===== config.mk =====
export PLATFORM = sky130hd
export DESIGN_NAME = l2_mem_sched
export DESIGN_NICKNAME = d
export VERILOG_FILES = /design/src/rtl/l2_mem_sched.sv
export SDC_FILE = /design/constraint.sdc
export NUM_CORES = 1
export LEC_CHECK = 0
export ABC_CLOCK_PERIOD_IN_PS = 1850
export CORE_ASPECT_RATIO = 1.4
export CORE_MARGIN = 10
export CORE_UTILIZATION = 39
export CTS_CLUSTER_SIZE = 20
export DETAILED_ROUTE_END_ITERATION = 6
export PLACE_DENSITY = 0.81
export SYNTH_ARGS = -nofsm -noshare
export SYNTH_HDL_FRONTEND = slang
export SYNTH_SLANG_ARGS = --single-unit

===== constraint.sdc =====
create_clock -name clk -period 1.85 [get_ports clk]
set_input_delay 0.2775 -clock clk [delete_from_list [all_inputs] [get_ports clk]]
set_output_delay 0.2775 -clock clk [all_outputs]
set_load 0.03 [all_outputs]

===== src/rtl/l2_mem_sched.sv =====
// L2 local memory access scheduler: invalidate sweep after reset/flush, then two-way arbitration.
// Define L2_SCHED_FIXED_PRIO_EN for fixed priority (requester 0 wins); default is round-robin.
module l2_mem_sched #(
  parameter int unsigned SETS     = 512,
  parameter int unsigned SET_BITS = 9,
  parameter int unsigned WAY_BITS = 3
) (
  input  logic                clk,
  input  logic                rst,
  input  logic [1:0]          req_valid,
  output logic [1:0]          req_ready,
  input  logic [2:0]          req_op0,
  input  logic [2:0]          req_op1,
  input  logic [SET_BITS-1:0] req_set0,
  input  logic [SET_BITS-1:0] req_set1,
  input  logic [WAY_BITS-1:0] req_way0,
  input  logic [WAY_BITS-1:0] req_way1,
  input  logic                flush_req,
  output logic                mem_rd_en,
  output logic                mem_wr_en_line,
  output logic                mem_wr_en_state,
  output logic                mem_wr_en_evict_way,
  output logic                mem_wr_en_put_reqs,
  output logic                mem_wr_rst,
  output logic [SET_BITS-1:0] mem_set,
  output logic [WAY_BITS-1:0] mem_way,
  output logic                mem_sel,
  output logic                rsp_valid,
  output logic                rsp_id,
  output logic                init_done,
  output logic                err_illegal_op
);

  typedef enum logic [1:0] {StHold, StInit, StRun} state_e;

  localparam logic [2:0] OpRead        = 3'd0;
  localparam logic [2:0] OpWrLine      = 3'd1;
  localparam logic [2:0] OpWrState     = 3'd2;
  localparam logic [2:0] OpWrEvict     = 3'd3;
  localparam logic [2:0] OpWrPutreq    = 3'd4;
  localparam logic [2:0] OpWrLineState = 3'd5;

  state_e              state_q, state_d;
  logic [SET_BITS-1:0] cnt_q, cnt_d;
  logic                ptr_q, ptr_d;
  logic                rsp_valid_q, rsp_valid_d;
  logic                rsp_id_q, rsp_id_d;
  logic                err_q, err_d;

  logic       gnt_any;
  logic       gnt_id;
  logic [2:0] gnt_op;
  logic       gnt_illegal;

  // State register
  always_ff @(posedge clk or posedge rst) begin
    if (rst) begin
      state_q     <= StHold;
      cnt_q       <= '0;
      ptr_q       <= 1'b0;
      rsp_valid_q <= 1'b0;
      rsp_id_q    <= 1'b0;
      err_q       <= 1'b0;
    end else begin
      state_q     <= state_d;
      cnt_q       <= cnt_d;
      ptr_q       <= ptr_d;
      rsp_valid_q <= rsp_valid_d;
      rsp_id_q    <= rsp_id_d;
      err_q       <= err_d;
    end
  end

  // Arbitration; a flush request blocks every grant in its cycle
  always_comb begin
    gnt_any = 1'b0;
    gnt_id  = 1'b0;
    if (state_q == StRun && !flush_req && (req_valid != 2'b00)) begin
      gnt_any = 1'b1;
`ifdef L2_SCHED_FIXED_PRIO_EN
      gnt_id  = !req_valid[0];
`else
      gnt_id  = (req_valid == 2'b11) ? ptr_q : req_valid[1];
`endif
    end
  end

  assign gnt_op      = gnt_id ? req_op1 : req_op0;
  assign gnt_illegal = gnt_op[2] & gnt_op[1];

  // Next-state logic
  always_comb begin
    state_d     = state_q;
    cnt_d       = cnt_q;
`ifdef L2_SCHED_FIXED_PRIO_EN
    ptr_d       = ptr_q;
`else
    ptr_d       = gnt_any ? !gnt_id : ptr_q;
`endif
    rsp_valid_d = gnt_any && (gnt_op == OpRead);
    rsp_id_d    = gnt_any ? gnt_id : rsp_id_q;
    err_d       = err_q | (gnt_any & gnt_illegal);
    unique case (state_q)
      StHold: begin
        state_d = StInit;
        cnt_d   = '0;
      end
      StInit: begin
        cnt_d = cnt_q + 1'b1;
        if (cnt_q == SET_BITS'(SETS - 1)) state_d = StRun;
      end
      StRun: begin
        if (flush_req) begin
          state_d = StInit;
          cnt_d   = '0;
        end
      end
      default: state_d = StHold;
    endcase
  end

  // Output logic
  always_comb begin
    req_ready           = 2'b00;
    mem_rd_en           = 1'b0;
    mem_wr_en_line      = 1'b0;
    mem_wr_en_state     = 1'b0;
    mem_wr_en_evict_way = 1'b0;
    mem_wr_en_put_reqs  = 1'b0;
    mem_wr_rst          = 1'b0;
    mem_set             = '0;
    mem_way             = '0;
    mem_sel             = 1'b0;
    if (state_q == StInit) begin
      mem_rd_en  = 1'b1;
      mem_wr_rst = 1'b1;
      mem_set    = cnt_q;
    end else if (gnt_any) begin
      req_ready = gnt_id ? 2'b10 : 2'b01;
      mem_sel   = gnt_id;
      mem_set   = gnt_id ? req_set1 : req_set0;
      mem_way   = gnt_id ? req_way1 : req_way0;
      // Illegal ops are consumed without touching the array
      if (!gnt_illegal) begin
        mem_rd_en = 1'b1;
        case (gnt_op)
          OpWrLine:      mem_wr_en_line = 1'b1;
          OpWrState:     mem_wr_en_state = 1'b1;
          OpWrEvict:     mem_wr_en_evict_way = 1'b1;
          OpWrPutreq:    mem_wr_en_put_reqs = 1'b1;
          OpWrLineState: begin
            mem_wr_en_line  = 1'b1;
            mem_wr_en_state = 1'b1;
          end
          default: ;
        endcase
      end
    end
  end

  assign rsp_valid      = rsp_valid_q;
  assign rsp_id         = rsp_id_q;
  assign init_done      = (state_q == StRun);
  assign err_illegal_op = err_q;

endmodule


==> impl_metrics.ini <==
[critical_path]
path_delay_family = flip-flops
path_max_fanout = 7
crit_path_frequent_cell = buf_4
crit_slowest_cell = dfrtp_1
slowest_delay_ps = 440
critPathKind = reg2out
critPathArrivalTime_ps = 1780
end_kind = output port
cp_cell_sequence = nor3b_2 -> buf_4 -> nand3_4 -> inv_4 -> nand4b_1 -> a21oi_1 -> buf_4
critPathRequiredTime_ps = 1570
cp-start-kind = flip-flop
path_buf_inv = 3

[clocking]
clockBufferDepth = 2
clk_latency_ps = 300
clk_pin_slew_ps = 100
cts_tree = done
clock_sinks = 15
h-tree-depth = 1
numCtsBuffers = 3
hold_buffers = 0
cts-root-buf = clkbuf_4

[placed_design]
routabilityCongestion = 0.8675
dp.cells = 246
port_buffers = 59
hpwlAfterDp_mm = 3.294
pre_cts_ws_ps = -185.7

[final_layout]
diodes = 0
fin_cells = 258
nets = 260
post-route-util_pct = 73.42
drive_above_1_share_pct = 30.63
layout_common_cells = 34 x clkdlybuf4s50_1, 34 x buf_4, 15 x dfrtp_1
syn2layout_area_growth_pct = 77.07

[power_and_ir_drop]
p_leak_uw = 0.0009686
power.density_nw_per_um2 = 338.2
peakVddDrop_mv = 0.3895
power_uw = 669.9

[synth]
synth_seq_cells = 15
yosys_warnings = 0
syn_area_um2 = 1119
synth_area_per_cell_um2 = 8.106
synth.distinct_cells = 36
syn_nets = 175
seq_area_frac_synth_pct = 33.56
netlist_instances = 138

[floorplanning]
coreArea_um2 = 2698
die_y_um = 83.37
die_w_um = 65.26
dieArea_um2 = 5440
fp-row-count = 22
start_util_pct = 41.47
boundaryPins = 60

[timing]
holdWs_ps = 350.2
tightest_slew_ps = 607.2
relSlewSlack_pct = 59.47
post-route-min-period_ps = 2059
slew_viol_final = 0
fmax_ghz = 0.4857
finalHoldViolCount = 0
skew_ps = 4.180
setup_viol = 13
final.period_utilization_pct = 111.3
rsz0062_at_grt = yes
fin_ws_ps = -208.9

[status]
violations = negative setup slack
status = finished, violations left

[global_routing]
grt_max_degree = 16
grt_usage_pct = 15.96
grt_pass1_wl_mm = 7.162
grt_overflow = 0
antenna_found_initial = 0
grt_pass1_vias = 1423

[run]
max_cap_violations = 0

[detailed_routing]
drt_iter0_drc = 93
drt_pass1_iterations = 4
drc_errors = 0
num_vias = 1413
wl_mm = 4.605
ant_nets = 0
post_drt_wl_per_cell_um = 17.85
viasPerCell = 5.477

[hold_path]
min_path_type = in2async
sequential cells by signal, summed over array words and instances (netlist names):
register        cells
cnt_q               9
err_illegal_op      1
ptr_q               1
rsp_id              1
rsp_valid           1
state_q             2
repair_timing:
item / CTS / global route
buffers inserted: 6 / 1
pin swaps: 10 / 3
gates resized for setup: 24 / 14
cloned: 1 / 1
setup endpoints to repair: 21 / 20
Yosys cell counts (all sizes together):
cell	count	share of area (%)
a21o	4	2.7
and4	1	0.78
nand4b	2	1.6
nor3	3	1.3
xor2	1	0.78
o21ai	27	12
a22o	5	3.9
nor3b	3	2.5
and2b	1	0.67
nand4	2	1.1
ha	2	2.2
and3	3	1.7
a21boi	1	1.0
nand3	4	2.9
a211oi	1	0.67
or3b	1	1.0
inv	5	1.9
dfrtp	15	34
nor2b	2	1.1
a21oi	5	2.2
nand2b	2	1.1
a31oi	1	0.56
nor4	1	0.56
buf	5	2.7
nor2	16	6.0
and3b	2	1.6
nand2	15	5.0
mux2i	6	5.4
nand3b	2	1.3
power breakdown:
group | total (uW) | switching (uW) | internal [uW]
Clock | 202 | 121 | 80.7
Sequential | 328 | 0 | 328
Combinational | 140 | 53.2 | 87.2
Total | 670 | 174 | 495
through the flow:
| step | instance area [um2] | TNS, ps |
|---|---|---|
| final | 1981 | -1809 |
| after global routing | 1981 | -2994 |
| after CTS | 1924 | -1549 |
| after detailed placement | 1812 | -2072 |
| after global placement | 1812 | -1733 |
| after floorplan | 1124 | -1047 |
worst reg2reg max path: cells and delay by family, from the launching register on:
| kind | cells | cell delay [ps] |
|---|---|---|
| AO/OA/AOI/OAI | 1 | 200 |
| adder cells (fa/ha/maj) | 2 | 520 |
| flip-flops | 1 | 460 |
| AND/OR/NAND/NOR | 2 | 420 |
logic make-up (layout without fill, tap and decap cells):
family | count (synthesis) | in the layout | synth area share, %
mux | 6 | 6 | 5.369
fa+ha+maj | 2 | 2 | 2.237
simple gates | 60 | 60 | 30.31
flops | 15 | 15 | 33.56
buf+inv | 10 | 94 | 4.585
xor+xnor | 1 | 1 | 0.7831
compound gates | 44 | 44 | 23.15
area by class of cell:
cell class	count	area [um2]
multi-input combinational	113	738.2
clock buffer	3	22.52
inverter	5	26.28
clock inverter	1	5.005
sequential	15	375.4
fill	201	716.9
timing repair buffer	83	754.5
tap	36	45.04
timing repair inverter	2	13.76
final timing paths:
path,startpoint,end,slack [ps],cells past startpoint
min in group clk,err_illegal_op$_DFF_PP0_,err_illegal_op$_DFF_PP0_,510,1
max in group asynchronous,rst,cnt_q[0]$_DFFE_PP0P_,1100,2
min,rst,cnt_q[8]$_DFFE_PP0P_,350,2
max reg2reg,cnt_q[0]$_DFFE_PP0P_,cnt_q[8]$_DFFE_PP0P_,150,5
max,state_q[0]$_DFFE_PP0P_,mem_wr_en_evict_way,-210,7
min reg2reg,err_illegal_op$_DFF_PP0_,err_illegal_op$_DFF_PP0_,510,1
metal layers:
layer / part of all wire, % / wire (um) / track usage, %
met1: 42 / 1956 / 17.90
met2: 50 / 2301 / 28.22
met3: 5.5 / 252 / 3.226
met4: 2.0 / 94 / 5.642
met5: 0 / 0 / 0
Power figures use the tool's default switching activity.
